### src/rtl/bmr_tdee_qsys_pio_led_out.sv
// ============================================================================
// Module  : bmr_tdee_qsys_pio_led_out
// Purpose : Avalon-MM output PIO with data, atomic set/clear and per-bit blink
// Revision: 1.0 - initial release
// ============================================================================
`default_nettype none

module bmr_tdee_qsys_pio_led_out #(
  parameter int                DATA_WIDTH  = 8,
  parameter logic [31:0]       RESET_VALUE = 32'h0,
  parameter int                BLINK_DIV   = 25000000
) (
  input  logic                  clk,
  input  logic                  reset,
  input  logic [1:0]            address,
  input  logic                  chipselect,
  input  logic                  write_n,
  input  logic [31:0]           writedata,
  output logic [31:0]           readdata,
  output logic [DATA_WIDTH-1:0] out_port
);

  localparam int                 c_CNT_W   = (BLINK_DIV > 1) ? $clog2(BLINK_DIV) : 1;
  localparam logic [c_CNT_W-1:0] c_CNT_MAX = c_CNT_W'(BLINK_DIV - 1);
  localparam logic [c_CNT_W-1:0] c_CNT_ONE = c_CNT_W'(1);

  localparam logic [1:0] c_ADDR_DATA  = 2'd0;
  localparam logic [1:0] c_ADDR_MASK  = 2'd1;
  localparam logic [1:0] c_ADDR_SET   = 2'd2;
  localparam logic [1:0] c_ADDR_CLEAR = 2'd3;

  logic [DATA_WIDTH-1:0] data_q, data_d;
  logic [DATA_WIDTH-1:0] mask_q, mask_d;
  logic [c_CNT_W-1:0]    cnt_q, cnt_d;
  logic                  phase_q, phase_d;
  logic [31:0]           readdata_q, readdata_d;

  logic                  w_wr;
  logic [DATA_WIDTH-1:0] w_wd;
  logic                  unused_wd;

  assign w_wr      = chipselect & ~write_n;
  assign w_wd      = writedata[DATA_WIDTH-1:0];
  assign unused_wd = ^writedata;

  always_comb begin
    data_d  = data_q;
    mask_d  = mask_q;
    cnt_d   = cnt_q;
    phase_d = phase_q;

    if (cnt_q == c_CNT_MAX) begin
      cnt_d   = '0;
      phase_d = ~phase_q;
    end else begin
      cnt_d = cnt_q + c_CNT_ONE;
    end

    // A mask write restarts the blink in its visible phase, overriding any wrap.
    if (w_wr) begin
      case (address)
        c_ADDR_DATA:  data_d = w_wd;
        c_ADDR_MASK: begin
          mask_d  = w_wd;
          cnt_d   = '0;
          phase_d = 1'b1;
        end
        c_ADDR_SET:   data_d = data_q | w_wd;
        default:      data_d = data_q & ~w_wd;
      endcase
    end
  end

  // Read mux uses current register values, so a same-edge write reads old data.
  always_comb begin
    readdata_d = '0;
    case (address)
      c_ADDR_DATA:  readdata_d[DATA_WIDTH-1:0] = data_q;
      c_ADDR_MASK:  readdata_d[DATA_WIDTH-1:0] = mask_q;
      c_ADDR_SET:   readdata_d[0]              = phase_q;
      c_ADDR_CLEAR: readdata_d                 = '0;
      default:      readdata_d                 = '0;
    endcase
  end

  always_ff @(posedge clk or posedge reset) begin
    if (reset) begin
      data_q     <= RESET_VALUE[DATA_WIDTH-1:0];
      mask_q     <= '0;
      cnt_q      <= '0;
      phase_q    <= 1'b1;
      readdata_q <= '0;
    end else begin
      data_q     <= data_d;
      mask_q     <= mask_d;
      cnt_q      <= cnt_d;
      phase_q    <= phase_d;
      readdata_q <= readdata_d;
    end
  end

  assign readdata = readdata_q;
  assign out_port = data_q & (~mask_q | {DATA_WIDTH{phase_q}});

endmodule

`default_nettype wire
### config.mk
export PLATFORM = sky130hd
export DESIGN_NAME = bmr_tdee_qsys_pio_led_out
export DESIGN_NICKNAME = d
export VERILOG_FILES = /design/src/rtl/bmr_tdee_qsys_pio_led_out.sv
export SDC_FILE = /design/constraint.sdc
export NUM_CORES = 1
export LEC_CHECK = 0
export ABC_CLOCK_PERIOD_IN_PS = 2000
export CORE_MARGIN = 4
export CORE_UTILIZATION = 35
export DETAILED_ROUTE_END_ITERATION = 8
export GPL_ROUTABILITY_DRIVEN = 1
export HOLD_SLACK_MARGIN = 0.12
export SLEW_MARGIN = 20
export SYNTH_ARGS = -nofsm -noshare
export SYNTH_HDL_FRONTEND = slang
export SYNTH_SLANG_ARGS = --single-unit
### constraint.sdc
create_clock -name clk -period 2 [get_ports clk]
set_input_delay 0.4 -clock clk [delete_from_list [all_inputs] [get_ports clk]]
set_output_delay 0.4 -clock clk [all_outputs]
set_load 0.005 [all_outputs]
==> qor.txt <==
status = finished with violations
failing checks = setup timing
vias in the first global route = 1788
Area growth, synth to finish = 19.3%
Hold/Removal Path Class = in -> async
Initial DRT Pass Iterations = 4
# rows = 31
Max Fclk = 461 MHz
critical path endpoint = out_port[0]
cells after synthesis = 248
Worst EP arrival = 1.77 ns
unrepaired setup endpoints after global routing = yes
Initial Util = 35.7%
NetSw = 698 uW
CP max stage delay = 0.55 ns
Starting DRT DRC Count = 46
postcts setup bufs = 0
total vias in the final route = 1772
total grt overflow = 0
worst-case reg-to-reg path depth = 6
Tot GR Track Use = 11.9%
Routed Antenna Nets = 0
synth unique cells = 39
Worst Path Required = 1.60 ns
Placer Congestion = 0.733
pre-CTS setup slack = 0.0419 ns
Synth async-reset ratio = 100%
most common cell after layout, fill and taps aside = dfrtp_1
largest net degree at the start of global routing = 51
critical path peak fanout = 9
Pins Over Slew Limit = 0
share of layout cells above drive strength 1 = 13.1%
most frequent cells in the layout = dfrtp_1 (49), nor2_1 (40), clkdlybuf4s50_1 (29)
Worst R2R Setup Slack = 0.18 ns
cell internal pwr = 1.81 mW
Final Instance Area = 3080 um^2
Placed Cells = 381
cells along the critical path = inv_1, a21boi_0, clkdlybuf4s50_1
Setup Skew = 0.0119 ns
Die H = 93.8 um
Avg Cell Area, Syn = 10.4 um^2
IO Count = 78
area leader, netlist = dfrtp_1
yosys warns = 0
CP startpoint kind = flip-flop
# setup viols final = 8
switching fraction of total power = 27.9%
Storage cell area = 1250 um^2
die footprint = 8810 um^2
period utilisation layout = 108%
Final Hold Viols = 0
Avg WL per Cell = 12.6 um
Num CTS Buffers = 5
Area after DPL = 2950 um^2
Worst-path clk slew = 0.10 ns
Flop pwr share = 52.1%
Fillers = 713
crit end category = output pin
worst vdd ir = 0.443 mV
Tmin final = 2.17 ns
chip width = 93.8 um
leakage = 1.40 nW
Area contributors post-synth = dfrtp_1 (48%), buf_4 (7.0%), nor2_1 (5.8%)
Core ar. = 7210 um^2
Max Buffers Root-to-Sink = 2
Clock Power Share = 29.6%
global-route wire length before repair = 8320 um
worst r2r src = cnt_q[8]$_DFF_PP0_
Via density = 4.56
initial antenna violation count = 0
DRC = 0
Synth Register Bits = 50
Worst slew margin = 67.0%
Crit-path slowest cell = dfstp_2
Root Driver = clkbuf_8
# diodes = 0
dpl hpwl = 3500 um
clk_lat worst skew = 0.31 ns
Setup TNS Final = -1.13 ns
CP Class = reg -> out
Final nets = 328
Seq/Total Area, Yosys = 48.6%
Port Buffers = 29
worst hold slack = 0.441 ns
CTS tree = built
combinational share of power = 18.4%
Util after Layout = 42.6%
H-Tree Depth = 2
reg-to-reg endpoint = cnt_q[13]$_DFF_PP0_
# clock sinks = 50
Synth top area share = 47.5%
Max-Cap Viols = 0
power per cell area = 815 nW/um^2
worst-margin pin slew = 0.491 ns
area occupied by multi-input gates = 1160 um^2
Post-synth EDFFs = 0
Total Power = 2.51 mW
Setup crit start = phase_q$_DFF_PP1_
Routed WL = 4900 um
Primary FF master, synth = dfrtp_1
non-filler cells, final = 389
final worst slack = -0.167 ns
area of the mapped netlist = 2580 um^2
-- routing by layer --
metal	vias to the layer above	global-route usage (%)	part of all wire, %
met5	-	0	0
li1	876	-	-
met1	846	14.4	46
met3	10	3.69	6.0
met4	0	4.81	1.8
met2	40	19.6	46
-- power by group through the flow --
stage	combinational (mW)	sequential, mW	clock, mW
2_1_floorplan	0.319	1.29	0
3_3_place_gp	0.458	1.32	0
3_5_place_dp	0.465	1.32	0
4_1_cts	0.468	1.30	0.762
5_1_grt	0.531	1.34	0.804
6_report	0.461	1.30	0.741
-- kinds of logic after synthesis --
logic type | count (synthesis) | share of synthesized area, %
multiplexers | 16 | 6.60
buffers and inverters | 38 | 9.99
AO/OA/AOI/OAI | 30 | 7.81
flip-flops | 50 | 48.6
adder cells (fa/ha/maj) | 1 | 0.485
other | 1 | 0.145
XOR/XNOR | 23 | 7.81
AND/OR/NAND/NOR | 89 | 18.6
-- cell usage after synthesis (3+ instances only) --
cell type / number
a211oi_1: 3
a21boi_0: 8
a21oi_1: 5
a22o_1: 5
and3_1: 3
buf_4: 24
buf_6: 3
dfrtp_1: 49
inv_1: 8
mux2_2: 8
mux2i_1: 8
nand2_1: 8
nand3_1: 7
nand4_1: 5
nor2_1: 40
nor3_1: 6
nor4_1: 3
o21ai_0: 7
xnor2_1: 15
xor2_1: 8
-- registers in the layout, indices dropped and copies added, names as in the netlist --
register / count
phase_q: 1
readdata: 8
mask_q: 8
cnt_q: 25
data_q: 8
-- worst min path at each step --
stage	slack [ns]	endpoint	cells past startpoint	start
floorplan	0.44	cnt_q[0]$_DFF_PP0_	1	cnt_q[0]$_DFF_PP0_
global placement	0.47	cnt_q[0]$_DFF_PP0_	1	cnt_q[0]$_DFF_PP0_
detailed placement	0.51	cnt_q[0]$_DFF_PP0_	1	cnt_q[0]$_DFF_PP0_
CTS	0.45	cnt_q[6]$_DFF_PP0_	3	reset
global route	0.46	readdata[6]$_DFF_PP0_	3	reset
finish	0.44	mask_q[0]$_DFFE_PP0P_	3	reset
-- worst max-delay path: cells and delay by family (launching register included) --
family                 cells  cell delay, ns
buffers and inverters      2            0.71
AO/OA/AOI/OAI              1            0.19
flip-flops                 1            0.55
-- cell type report --
cell class / instances / share of cell area (%)
sequential: 50 / 40.7
multi-input combinational: 183 / 37.7
inverter: 8 / 0.976
clock inverter: 3 / 1.55
timing repair buffer: 41 / 12.8
tap: 99 / 4.03
clock buffer: 5 / 2.24
-- what timing repair did --
action                                  in CTS  in global routing
hold buffers                                 0                  0
hold endpoints to repair                     0                  0
pin swaps                                    0                  2
gates resized for setup                      3                  3
endpoints found under the setup margin       8                 10
gates cloned                                 0                  0
No activity file was read; power rests on OpenSTA's default activity.
